`config.mk`:
```
export PLATFORM = sky130hd
export DESIGN_NAME = negacyclic_fold_stage
export DESIGN_NICKNAME = d
export VERILOG_FILES = /design/src/rtl/poly_mult_pkg.sv /design/src/rtl/coeff_fold.sv /design/src/rtl/negacyclic_fold_stage.sv
export SDC_FILE = /design/constraint.sdc
export NUM_CORES = 1
export LEC_CHECK = 0
export CORE_MARGIN = 8
export CORE_UTILIZATION = 40
export CTS_CLUSTER_DIAMETER = 150
export CTS_CLUSTER_SIZE = 28
export DETAILED_ROUTE_END_ITERATION = 6
export DONT_BUFFER_PORTS = 1
export SYNTH_ARGS = -nofsm -noshare
export SYNTH_HDL_FRONTEND = slang
export SYNTH_SLANG_ARGS = --single-unit
```
`constraint.sdc`:
```
create_clock -name clk -period 3.9 [get_ports clk]
set_input_delay 0.585 -clock clk [delete_from_list [all_inputs] [get_ports clk]]
set_output_delay 0.585 -clock clk [all_outputs]
set_load 0.02 [all_outputs]
```
`src/rtl/poly_mult_pkg.sv`:
```
// Shared types and defaults for the polynomial multiplier back end.
// The negacyclic fold stage pulls its state encoding and default sizes from here.
package poly_mult_pkg;

    localparam int POLY_N_DEF      = 8;
    localparam int INPUT_WIDTH_DEF = 8;
    localparam int IDX_W           = $clog2(POLY_N_DEF);

    typedef logic [INPUT_WIDTH_DEF-1:0] coeff_t;

    typedef enum logic [0:0] {
        IDLE   = 1'b0,
        STREAM = 1'b1
    } fold_state_e;

endpackage

```
`src/rtl/coeff_fold.sv`:
```
// One negacyclic fold column: lo - hi modulo 2^W, with hi forced to zero
// for the top coefficient, which has no partner above x^(2N-2).
module coeff_fold #(
    parameter int W = 8
) (
    input  logic [W-1:0] lo,
    input  logic [W-1:0] hi,
    input  logic         is_top,
    output logic [W-1:0] diff
);

    assign diff = lo - (is_top ? {W{1'b0}} : hi);

endmodule

```
`src/rtl/negacyclic_fold_stage.sv`:
```
// Captures one linear-convolution product and streams its fold into
// Z_(2^W)[x]/(x^N+1), one coefficient per beat, under valid/ready.
module negacyclic_fold_stage
    import poly_mult_pkg::*;
#(
    parameter int POLY_N      = POLY_N_DEF,
    parameter int INPUT_WIDTH = INPUT_WIDTH_DEF
) (
    input  logic                                  clk,
    input  logic                                  reset,
    input  logic                                  in_valid,
    output logic                                  in_ready,
    input  logic [2*POLY_N-2:0][INPUT_WIDTH-1:0]  in_coeffs,
    output logic                                  out_valid,
    input  logic                                  out_ready,
    output logic [INPUT_WIDTH-1:0]                out_data,
    output logic [$clog2(POLY_N)-1:0]             out_index,
    output logic                                  out_last
);

    localparam int IDX_BITS = $clog2(POLY_N);
    localparam logic [IDX_BITS-1:0] LAST_IDX = IDX_BITS'(POLY_N - 1);

    fold_state_e                           state_q;
    logic [2*POLY_N-2:0][INPUT_WIDTH-1:0]  buf_q;
    logic [INPUT_WIDTH-1:0]                out_data_q;
    logic [IDX_BITS-1:0]                   idx_q;
    logic                                  out_valid_q;

    logic [POLY_N-1:0][INPUT_WIDTH-1:0]    lo_vec;
    logic [POLY_N-1:0][INPUT_WIDTH-1:0]    hi_vec;
    logic [IDX_BITS-1:0]                   idx_next;
    logic [INPUT_WIDTH-1:0]                fold_lo;
    logic [INPUT_WIDTH-1:0]                fold_hi;
    logic                                  fold_top;
    logic [INPUT_WIDTH-1:0]                fold_d;
    logic                                  last_beat;
    logic                                  capture;

    // Column view of the buffer; the upper half pairs with the lower half,
    // and the top column has no partner.
    for (genvar gi = 0; gi < POLY_N; gi++) begin : g_cols
        assign lo_vec[gi] = buf_q[gi];
        if (gi < POLY_N - 1) begin : g_pair
            assign hi_vec[gi] = buf_q[gi + POLY_N];
        end else begin : g_top
            assign hi_vec[gi] = '0;
        end
    end

    assign last_beat = out_valid_q & (idx_q == LAST_IDX);
    assign in_ready  = ~reset & ((state_q == IDLE) | (out_ready & last_beat));
    assign capture   = in_valid & in_ready;
    assign idx_next  = idx_q + 1'b1;

    // A capturing edge folds r[0] straight from the input, since the buffer
    // only holds the new product after that same edge.
    always_comb begin
        fold_lo  = lo_vec[idx_next];
        fold_hi  = hi_vec[idx_next];
        fold_top = (idx_next == LAST_IDX);
        if (capture) begin
            fold_lo  = in_coeffs[0];
            fold_hi  = in_coeffs[POLY_N];
            fold_top = 1'b0;
        end
    end

    coeff_fold #(
        .W (INPUT_WIDTH)
    ) u_fold (
        .lo     (fold_lo),
        .hi     (fold_hi),
        .is_top (fold_top),
        .diff   (fold_d)
    );

    always_ff @(posedge clk or posedge reset) begin
        if (reset) begin
            state_q     <= IDLE;
            buf_q       <= '0;
            out_data_q  <= '0;
            idx_q       <= '0;
            out_valid_q <= 1'b0;
        end else begin
            unique case (state_q)
                IDLE: begin
                    if (capture) begin
                        buf_q       <= in_coeffs;
                        out_data_q  <= fold_d;
                        idx_q       <= '0;
                        out_valid_q <= 1'b1;
                        state_q     <= STREAM;
                    end
                end
                STREAM: begin
                    if (out_ready) begin
                        if (capture) begin
                            buf_q       <= in_coeffs;
                            out_data_q  <= fold_d;
                            idx_q       <= '0;
                            out_valid_q <= 1'b1;
                        end else if (last_beat) begin
                            idx_q       <= '0;
                            out_valid_q <= 1'b0;
                            state_q     <= IDLE;
                        end else begin
                            out_data_q  <= fold_d;
                            idx_q       <= idx_next;
                        end
                    end
                end
                default: begin
                    out_valid_q <= 1'b0;
                    state_q     <= IDLE;
                end
            endcase
        end
    end

    assign out_valid = out_valid_q;
    assign out_data  = out_data_q;
    assign out_index = idx_q;
    assign out_last  = last_beat;

endmodule
```
**After elaboration in Yosys (flattened, before gate mapping)**

Cells that the tools add are included.

- Output and inout port bits: 14
- Bits of input ports: 124
- Logic and storage cells: 69
- Register bits: 133

- Equal/unequal tests: 6
- $add $sub $neg: 2
- Bitwise operators: 7
- Reductions and logical operators: 3
- Magnitude comparators: 1
- Multiplexer cells: 31

Operator list:

| kind | count |
|---|---|
| $mux 120 | 2 |
| $pmux 120 s2 | 1 |
| $mux 8 | 9 |
| $bmux 8 s3 | 2 |
| $pmux 8 s2 | 1 |
| $mux 3 | 4 |
| $mux 1 | 9 |
| $sub 8x8->8 | 1 |
| $eq 3x3->1 const B | 2 |
| $pmux 3 s2 | 1 |
| $reduce_and 3->1 | 2 |
| $and 1x1->1 | 4 |
| $lt 3x4->1 const B | 1 |
| $ne 2x2->1 const B | 2 |
| $pmux 1 s2 | 2 |
| $add 3x1->3 const B | 1 |
| $ne 3x1->1 const B | 1 |
| $ne 3x2->1 const B | 1 |
| $not 1->1 | 2 |
| $reduce_and 2->1 | 1 |
| $or 1x1->1 | 1 |

**Depth between registers and ports, before layout**

- Depth after elaboration: 13
- Gate-level depth with buffers: 20
- Mapped depth without buffers: 16

**By module**

Synthesis repeated with hierarchy kept, for this count alone.

- Cell total of the unflattened synthesis: 732
- Area, all modules: 6,672.6 um^2

By module, submodules not included:

| module | area each (um^2) | cells each | instances | seq. area each (um^2) |
|---|---|---|---|---|
| negacyclic_fold_stage | 6,326.1 | 687 | 1 | 3,328.2 |
| coeff_fold | 346.6 | 45 | 1 | 0.0 |

**Worst setup path after synthesis**

OpenSTA, ideal clock, no wires.

- Path kind: register to register
- From: register idx_q[0] (netlist: out_index[0])
- To: register out_data_q[6] (netlist: out_data[6])
- Cell stages (with the launch flop): 18
- Data required time: 3.805 ns
- Arrival time: 3.860 ns
- Buffers on the path: 4
- Clock period less this slack: 3.955 ns
- Setup slack: -0.055 ns
- Library setup time: 0.095 ns
- Cells stage by stage: dfrtp_1 -> buf_4 -> buf_2 -> inv_2 -> ha_1 -> buf_2 -> clkbuf_1 -> mux4_2 -> a21oi_1 -> o21ai_1 -> ha_1 -> fa_1 -> nor2b_1 -> o21ai_1 -> a21boi_1 -> o21ai_0 -> nor3b_1 -> o31ai_1

- Word-level cells in the longest chain between the ends: 13
- Elaborated cells between the ends (all ways): 25
- Those cells by class: add/sub (2); eq/ne (4); mux (13); bitwise (5); reduce/logical (1)

RTL lines:

| what | line | source |
|---|---|---|
| start: declaration | negacyclic_fold_stage.sv:27 | `logic [IDX_BITS-1:0] idx_q;` |
| start signal: assignment | negacyclic_fold_stage.sv:109 | `idx_q <= idx_next;` |
| branches (longest 13 deep; another with $sub 8x8->8) | n/a |  |
| end signal: assignment | negacyclic_fold_stage.sv:90 | `out_data_q <= fold_d;` |
| end signal: assignment | negacyclic_fold_stage.sv:100 | `out_data_q <= fold_d;` |
| end signal: assignment | negacyclic_fold_stage.sv:108 | `out_data_q <= fold_d;` |
| end: declaration | negacyclic_fold_stage.sv:26 | `logic [INPUT_WIDTH-1:0] out_data_q;` |

Several ways; the timed one is not identified. The select of a mux whose other input is x is not followed.
A chain may end at the register's enable or synchronous reset.

**Worst setup path in the final report**

- From: register idx_q[1] (netlist: out_index[1])
- To: register out_data_q[6] (netlist: out_data[6])

The elaborated chain is that of the path after synthesis.

==> impl_metrics.json <==
{
  "outcome": "finished, final reports clean",
  "via_per_inst": 5.03,
  "cts_buffers": 17,
  "clk_path_buf_depth": 2,
  "routed_wl_um": 16600,
  "maxSlewHeadroom": 0.309,
  "drv_cap": 0,
  "nFillCells": 1553,
  "grt_use_total": 0.171,
  "tritoncts": "done",
  "clk_pin_slew_ns": 0.06,
  "wl_met2_um": 8040,
  "syn_to_final_growth_pct": 12.5,
  "drtIter0Drc": 463,
  "critPathBufInv": 1,
  "p_per_area_nw_per_um2": 1050,
  "end_kind": "flip-flop",
  "slew_violations": 0,
  "required_ns": 4.22,
  "first_pass_iters": 5,
  "synth_ff_type": "dfrtp_1",
  "cts.sink_count": 133,
  "fin_setup_tns_ns": 0,
  "antenna_cells": 0,
  "io_pins": 138,
  "grt_pass1_wl_um": 26600,
  "fin_crit_ns": 3.52,
  "min_period_over_period": 0.902,
  "post_cts_resized": 0,
  "synth_seq_cells": 133,
  "synth_edf_count": 0,
  "fin_worst_skew_ns": 0.00605,
  "initial_core_util": 0.406,
  "fmax_mhz": 284,
  "syn-instance-count": 711,
  "setup_viol": 0,
  "yosysUniqueCellTypes": 46,
  "cp_max_fo": 12,
  "synth_top_area_cell": "dfrtp_1",
  "p_leak_nw": 3.61,
  "tightest_slew_ns": 1.04,
  "startpoint_type": "flip-flop",
  "synth.most_common_cell": "nand2_1",
  "rsz0062_at_grt": "false",
  "syn_area_sq_um": 6400,
  "async_reset_ff_frac": 1.00,
  "path_delay_family": "adder cells",
  "first_global_vias": 4954,
  "h-tree-depth": 4,
  "grt_antenna_before_repair": 0,
  "die_h_um": 142,
  "ys_seq_area_frac": 0.520,
  "die_w_um": 142,
  "port_buffers": 0,
  "drive_gt1_frac": 0.105,
  "worstPathCellList": "ha_2 > buf_4 > mux4_2 > nand2_1 > a21oi_1 > a21oi_1 > ha_1 > fa_1 > nor2b_1 > o21ai_1 > a21boi_1 > o21ai_0 > nor3b_1 > o31ai_1",
  "hold_buffers": 0,
  "cpMostUsedCell": "a21oi_1",
  "holdWs_ns": 0.253,
  "min_path_type": "primary input to async pin",
  "grt_max_degree": 91,
  "clk_latency_ns": 0.41,
  "worstSetupPathType": "flip-flop to flip-flop",
  "total_power_mw": 7.59,
  "yosysTopAreaCellShare": 0.520,
  "wl_met1_um": 7310,
  "post-cts-setup-buffers": 0,
  "ant_nets": 0,
  "hpwl_um": 12500,
  "syn_area_per_cell_sq_um": 9.00,
  "ys_top_cells_by_count": "nand2_1, dfrtp_1, mux4_2",
  "gp_congestion": 0.861,
  "synth_area_leaders": "dfrtp_1, nand2_1, mux4_2",
  "syn-num-nets": 846,
  "drc": 0,
  "peakVddDrop_uv": 499,
  "coreArea_sq_um": 15800,
  "nNetsFinal": 838,
  "dr.max_layer_used": "met4",
  "wire_per_inst_um": 17.8,
  "vias": 4692,
  "wl_met3_um": 952,
  "cp.arrival_ns": 3.83,
  "num_rows": 46,
  "dieArea_sq_um": 20300,
  "root_buffer": "clkbuf_16",
  "hold_violations": 0,
  "grt_remaining_overflow": 0,
  "yosysWarnings": 0,
  "crit_path_top_delay_cell": "ha_2",
  "crit_path_max_incr_delay_ns": 0.62
}
path summary, 6_finish.rpt:
path,start,end,slack [ns],cells after the start
min reg2reg,buf_q[7],buf_q[7],0.47,2
min,reset,buf_q[7],0.25,2
max in group asynchronous,reset,buf_q[83],2.82,2
min in group clk,in_coeffs[113],buf_q[113],0.27,2
max,out_index[1],out_data[6],0.38,14
max reg2reg,out_index[1],out_data[6],0.38,14
routing by layer:
metal,vias up,track usage
met5,-,0
met4,0,0.0654
met3,16,0.0513
met2,115,0.267
met1,2280,0.220
li1,2281,-
power by group:
group          switching (mW)  total (mW)  internal (mW)
Sequential              0.456        2.49           2.03
Combinational            1.92        3.56           1.63
Clock                   0.571        1.54          0.969
Total                    2.95        7.59           4.64
sequential cells by signal (all words and copies together), names as in the netlist:
signal,count
out_index,3
state_q,1
buf_q,120
out_data,8
out_valid,1
cell type report:
| type | instances | area, sq um | area share |
|---|---|---|---|
| clock buffers | 23 | 468 | 0.0650 |
| clock inverters | 9 | 103 | 0.0143 |
| inverters | 9 | 37.5 | 0.00522 |
| multi-input cells | 530 | 2890 | 0.401 |
| flip-flops and latches | 133 | 3330 | 0.463 |
| well taps | 216 | 270 | 0.0376 |
| repair buffers | 12 | 103 | 0.0143 |
kinds of logic after synthesis:
kind of cell,count (synthesis),synth area share
AO/OA/AOI/OAI,58,0.0555
buffers and inverters,48,0.0313
flip-flops,133,0.520
XOR/XNOR,3,0.00411
adder cells (fa/ha/maj),11,0.0227
multiplexers,39,0.111
AND/OR/NAND/NOR,419,0.255
per-stage QoR:
step,cells,util,cell area [sq um],setup slack [ns]
floorplan,711,-,6400,0.0730
global placement,900,0.420,6630,0.492
detailed placement,900,0.420,6630,0.385
CTS,932,0.456,7200,0.365
global route,932,0.456,7200,0.135
finish,932,0.456,7200,0.381
cells in the final DEF, fill, tap and decap left out, drive strengths merged, types with 8 or more instances in the layout:
master  Yosys  routed
a21oi      15      15
buf        19      12
clkbuf     20      23
dfrtp     133     133
ha         10      10
inv         9       8
mux2i      14      14
mux4       24      24
nand2     389     389
nor2       11      11
o21ai      23      23
(Power assumes the default switching activity.)
